File: config.mk
export PLATFORM = sky130hd
export DESIGN_NAME = tea_core_arbiter
export DESIGN_NICKNAME = d
export VERILOG_FILES = /design/src/rtl/tea_arb_pkg.sv /design/src/rtl/tea_rr_picker.sv /design/src/rtl/tea_core_arbiter.sv
export SDC_FILE = /design/constraint.sdc
export NUM_CORES = 1
export LEC_CHECK = 0
export ABC_CLOCK_PERIOD_IN_PS = 5400
export CAP_MARGIN = 30
export CORE_AREA = 2 2 428 430
export DETAILED_ROUTE_END_ITERATION = 8
export DIE_AREA = 0 0 430 432
export PLACE_DENSITY_LB_ADDON = 0.05
export SLEW_MARGIN = 25
export SYNTH_ARGS = -nofsm -noshare
export SYNTH_HDL_FRONTEND = slang
export SYNTH_SLANG_ARGS = --single-unit
File: constraint.sdc
create_clock -name clk -period 5.4 [get_ports clk]
set_input_delay 1.62 -clock clk [delete_from_list [all_inputs] [get_ports clk]]
set_output_delay 1.62 -clock clk [all_outputs]
set_load 0.01 [all_outputs]
File: src/rtl/tea_arb_pkg.sv
// Shared types and constants for the TEA core arbiter.
package tea_arb_pkg;

   localparam int TEA_BLK_W = 64;
   localparam int TEA_KEY_W = 128;

   typedef enum logic [1:0] {
      IDLE,
      ISSUE,
      WAIT,
      RESP
   } arb_state_e;

   typedef struct packed {
      logic [TEA_BLK_W-1:0] ptxt;
      logic [TEA_KEY_W-1:0] key;
   } tea_req_t;

   function automatic int max_int(input int a, input int b);
      return (a > b) ? a : b;
   endfunction

endpackage

File: src/rtl/tea_rr_picker.sv
// Round-robin picker: first valid requester found cyclically from ptr_i.
module tea_rr_picker #(
   parameter int N_REQ = 4,
   parameter int ID_W  = $clog2(N_REQ)
) (
   input  logic [N_REQ-1:0] req_valid_i,
   input  logic [ID_W-1:0]  ptr_i,
   output logic [ID_W-1:0]  grant_idx_o,
   output logic [N_REQ-1:0] grant_oh_o,
   output logic             any_valid_o
);

   logic [ID_W:0]   sum_w;
   logic [ID_W-1:0] idx;

   always_comb begin
      grant_idx_o = '0;
      grant_oh_o  = '0;
      sum_w       = '0;
      idx         = '0;
      any_valid_o = |req_valid_i;
      // Scan farthest-first so the candidate nearest the pointer wins last.
      for (int k = N_REQ - 1; k >= 0; k--) begin
         sum_w = {1'b0, ptr_i} + (ID_W+1)'(k);
         if (sum_w >= (ID_W+1)'(N_REQ)) sum_w = sum_w - (ID_W+1)'(N_REQ);
         idx = sum_w[ID_W-1:0];
         if (req_valid_i[idx]) grant_idx_o = idx;
      end
      if (any_valid_o) grant_oh_o[grant_idx_o] = 1'b1;
   end

endmodule

File: src/rtl/tea_core_arbiter.sv
// Shares one TEA core between N_REQ requesters, one operation in flight.
// Optional WAIT watchdog built when TEA_ARB_TIMEOUT_EN is defined.
module tea_core_arbiter
   import tea_arb_pkg::*;
#(
   parameter int N_REQ       = 4,
   parameter int ID_W        = $clog2(N_REQ),
   parameter int MIN_LAT     = 2,
   parameter int TIMEOUT_CYC = 1024
) (
   input  logic                       clk,
   input  logic                       rst_n,
   input  logic [N_REQ-1:0]           req_valid,
   output logic [N_REQ-1:0]           req_ready,
   input  logic [N_REQ*TEA_BLK_W-1:0] req_ptxt,
   input  logic [N_REQ*TEA_KEY_W-1:0] req_key,
   output logic                       rsp_valid,
   input  logic                       rsp_ready,
   output logic [ID_W-1:0]            rsp_id,
   output logic [TEA_BLK_W-1:0]       rsp_ctxt,
   output logic                       rsp_err,
   output logic                       core_ptxt_valid,
   output logic                       core_key_valid,
   output logic [TEA_BLK_W-1:0]       core_ptxt_blk,
   output logic [TEA_KEY_W-1:0]       core_key,
   input  logic [TEA_BLK_W-1:0]       core_ctxt_blk,
   input  logic                       core_ctxt_ready
);

   // Counter stops at CNT_SAT; without the watchdog it only needs to reach MIN_LAT.
`ifdef TEA_ARB_TIMEOUT_EN
   localparam int CNT_SAT = max_int(MIN_LAT, TIMEOUT_CYC);
`else
   localparam int CNT_SAT = MIN_LAT;
`endif
   localparam int CNT_W = $clog2(max_int(MIN_LAT, TIMEOUT_CYC) + 2);

   arb_state_e       state_q, state_d;
   logic [ID_W-1:0]  ptr_q, ptr_d;
   logic [ID_W-1:0]  id_q, id_d;
   tea_req_t         req_q, req_d;
   logic [CNT_W-1:0] cnt_q, cnt_d;
   logic [CNT_W-1:0] wait_n;
   logic [TEA_BLK_W-1:0] ctxt_q, ctxt_d;
   logic             ctxt_qual;

   logic [ID_W-1:0]  grant_idx;
   logic [N_REQ-1:0] grant_oh;
   logic             any_valid;

`ifdef TEA_ARB_TIMEOUT_EN
   logic err_q, err_d;
`endif

   tea_rr_picker #(
      .N_REQ (N_REQ),
      .ID_W  (ID_W)
   ) u_picker (
      .req_valid_i (req_valid),
      .ptr_i       (ptr_q),
      .grant_idx_o (grant_idx),
      .grant_oh_o  (grant_oh),
      .any_valid_o (any_valid)
   );

   // wait_n is the ordinal of the current WAIT cycle (1 on the cycle after the pulse).
   assign wait_n    = cnt_q + CNT_W'(1);
   assign ctxt_qual = core_ctxt_ready && (wait_n >= CNT_W'(MIN_LAT));

   always_comb begin
      state_d         = state_q;
      ptr_d           = ptr_q;
      id_d            = id_q;
      req_d           = req_q;
      cnt_d           = cnt_q;
      ctxt_d          = ctxt_q;
`ifdef TEA_ARB_TIMEOUT_EN
      err_d           = err_q;
`endif
      req_ready       = '0;
      core_ptxt_valid = 1'b0;
      core_key_valid  = 1'b0;
      rsp_valid       = 1'b0;

      case (state_q)
         IDLE: begin
            req_ready = grant_oh;
            if (any_valid) begin
               id_d     = grant_idx;
               req_d.ptxt = req_ptxt[grant_idx*TEA_BLK_W +: TEA_BLK_W];
               req_d.key  = req_key[grant_idx*TEA_KEY_W +: TEA_KEY_W];
               ptr_d    = (grant_idx == ID_W'(N_REQ - 1)) ? '0 : grant_idx + ID_W'(1);
               state_d  = ISSUE;
            end
         end
         ISSUE: begin
            core_ptxt_valid = 1'b1;
            core_key_valid  = 1'b1;
            cnt_d           = '0;
            state_d         = WAIT;
         end
         WAIT: begin
            if (cnt_q != CNT_W'(CNT_SAT)) cnt_d = wait_n;
            if (ctxt_qual) begin
               ctxt_d  = core_ctxt_blk;
`ifdef TEA_ARB_TIMEOUT_EN
               err_d   = 1'b0;
`endif
               state_d = RESP;
            end
`ifdef TEA_ARB_TIMEOUT_EN
            else if (wait_n >= CNT_W'(TIMEOUT_CYC)) begin
               ctxt_d  = '0;
               err_d   = 1'b1;
               state_d = RESP;
            end
`endif
         end
         RESP: begin
            rsp_valid = 1'b1;
            if (rsp_ready) state_d = IDLE;
         end
         default: state_d = IDLE;
      endcase
   end

   always_ff @(posedge clk) begin
      if (!rst_n) begin
         state_q <= IDLE;
         ptr_q   <= '0;
         id_q    <= '0;
         req_q   <= '0;
         cnt_q   <= '0;
         ctxt_q  <= '0;
`ifdef TEA_ARB_TIMEOUT_EN
         err_q   <= 1'b0;
`endif
      end else begin
         state_q <= state_d;
         ptr_q   <= ptr_d;
         id_q    <= id_d;
         req_q   <= req_d;
         cnt_q   <= cnt_d;
         ctxt_q  <= ctxt_d;
`ifdef TEA_ARB_TIMEOUT_EN
         err_q   <= err_d;
`endif
      end
   end

   assign core_ptxt_blk = req_q.ptxt;
   assign core_key      = req_q.key;
   assign rsp_id        = id_q;
   assign rsp_ctxt      = ctxt_q;
`ifdef TEA_ARB_TIMEOUT_EN
   assign rsp_err       = err_q;
`else
   assign rsp_err       = 1'b0;
`endif

endmodule

==> metrics <==
max-slew violations 0; WHS 452 ps; Final Core Density 0.182; Wirelength per Cell between 20 and 30 um; Initial DRT Pass Iterations 5; clk root buf clkbuf_16; Rows 157; final worst slack 125 ps; Core ar. 182000 um2; Crit path arrival time 3660 ps; Hold Vio Cnt, Final 0; layout filler cell count 20600; RSZ-0062 raised after global routing no; Setup Viol. Count Final 0; synthesized area 17900 um2; maximum vdd ir drop 280 uV; max-cap check violation count 0; status completed; initial antenna violation count 88; crit path launch type input pin; CTS tree yes; crit-path cells clkdlybuf4s50_1 -> nor2b_1 -> o21ai_4 -> nand3_2 -> inv_8 -> ha_1 -> and2_1 -> clkdlybuf4s50_1; die area ~190000 um2; H-tree levels 2; vias in the first global route about 24000; fin crit share 0.977; crit end category primary output; global-route wire length before repair 202000 um; Mapped Cells around 2500; # Post-CTS Setup Buffers 0; CTS sink count 273; DPL Wire Length 107000 um; die width 430 um; FMAX 0.190 GHz; leading cell type in the layout, fill and taps excluded clkdlybuf4s50_1; Worst R2R Start ptr_q[1]; cts hold-fix bufs 0; synth-to-layout area growth 84.7%; clk_skew about 26 ps; Slew headroom 0.201; capture point of the worst reg-to-reg path core_key[106]; largest net degree at the start of global routing 154; Yosys warning count 0; worst setup path endpoint req_ready[3]; Max FO, Critical Path 3; Detailed Route Iter0 Violations 996; clk slew on worst S/H paths 50 ps; Total GRT Usage 0.152; total CTS buffers 47; Nets 4209; Die Y 432 um; dpl ws 14.8 ps; leakage 0.0119 uW; final std cells w/o fill about 5800; Cell Count Post-Placement 5694; share of synthesized flip-flops with an asynchronous set or reset 0; worst-case reg-to-reg path depth 7; Initial Utilization 0.0985; routed vias about 23000; Synth Net Count 3307; # resized after CTS 0; area leader, netlist dfxtp_1; Crit Path Category in -> out; Avg Cell Area, Syn 7.29 um2; # port buffers 1104; setup slack, reg-to-reg 2360 ps; fin area ~33000 um2; Reg area around 5500 um2; Min-Delay Path Class reg -> reg; CP max stage delay 590 ps; most frequent cells in the layout clkdlybuf4s50_1, inv_1, a31oi_1, a211oi_1, dfxtp_1; Post-Route WL 149000 um; hold path startpoint rsp_id[1]; Seq cells post-synth 273; ys flop type dfxtp_1; pwr dens 413 nW/um2; crit path max-delay cell type clkdlybuf4s50_1; clock tree buffer depth 3; Netlist cell types 49; Worst Path Required 3780 ps; CP startpoint req_valid[3]; GRT overflow 0; sequential element share of the synthesized area 0.305; placed inst area 31500 um2; Clock Latency Late Sink 650 ps; share of cells above drive strength 1 0.0425; most frequent CP cell clkdlybuf4s50_1; antenna viol nets, final 0; GPL Wtd Cong 0.763; crit path time final 5280 ps; largest cells by area after synthesis dfxtp_1, a211oi_1, a31oi_1; area occupied by multi-input gates ~9800 um2; Vias/cell 3.95; drt drc 0; boundary pin count between 1000 and 1500; EDFF count, synth 0; Worst-Margin Slew 1200 ps; share of the synthesized area in the top cell type 0.305
state kept, by name, indices dropped and copies added, names as in the netlist:
register / flops
cnt_q: 11
core_key: 128
core_ptxt_blk: 64
ptr_q: 2
rsp_ctxt: 64
rsp_id: 2
state_q: 2
how the worst min path moves through the flow:
stage                   endpoint  cells past startpoint  slack [ps]
CTS                    rsp_id[1]                      2         460
detailed placement     rsp_id[1]                      2         450
global placement    rsp_ctxt[24]                      2         440
finish                 rsp_id[1]                      2         450
floorplan               ptr_q[0]                      2         450
global route        rsp_ctxt[44]                      2         470
through the flow:
stage                     TNS, ps  power [uW]
final                           0       13600
after floorplan                 0        6430
after detailed placement        0       10900
after global routing            0       14600
after global placement      -3.40       10900
after CTS                       0       14100
layout make-up:
class | count | area share
repair buffers | 1163 | 0.358
flip-flops and latches | 273 | 0.165
multi-input cells | 1478 | 0.296
well taps | 2385 | 0.0903
clock buffers | 77 | 0.0411
diodes | 36 | 0.00273
clock inverters | 5 | 0.00178
inverters | 395 | 0.0453
Yosys cell counts, types with 11 or more instances:
| master | number |
|---|---|
| ha_1 | 11 |
| mux2i_1 | 66 |
| inv_1 | 393 |
| buf_1 | 24 |
| buf_2 | 40 |
| nand2_1 | 142 |
| o31ai_1 | 193 |
| nor2_1 | 16 |
| dfxtp_1 | 273 |
| nand3_1 | 198 |
| a31oi_1 | 386 |
| clkbuf_1 | 237 |
| a211oi_1 | 387 |
| a21oi_1 | 14 |
report_power, final:
group | switching (uW) | leakage [uW] | internal (uW)
logic | 4450 | 0.00897 | 3040
clock network | 1310 | 0.000689 | 1710
registers | 409 | 0.00224 | 2730
logic make-up after synthesis:
family | after synthesis | synth area share
and+or+nand+nor | 394 | 0.103
buffers and inverters | 705 | 0.154
xor gates and xnor gates | 2 | 0.000979
AOI/OAI and AO/OA | 1003 | 0.391
muxes | 67 | 0.0375
adders and majority gates | 11 | 0.00769
DFF | 273 | 0.305
other | 1 | 0.000210
layer usage:
layer,routed length [um],vias to the layer above,track usage
met5,451,-,0
met4,3640,72,0.0505
met3,12100,226,0.0576
met2,74900,806,0.266
met1,58300,11000,0.169
li1,-,10900,-
worst max-delay path, delay by kind of cell:
kind | cells | cell delay, ps
AND/OR/NAND/NOR | 3 | 440
adder cells (fa/ha/maj) | 1 | 160
AO/OA/AOI/OAI | 1 | 210
buffers and inverters | 3 | 1230
No activity file was read; power rests on OpenSTA's default activity.
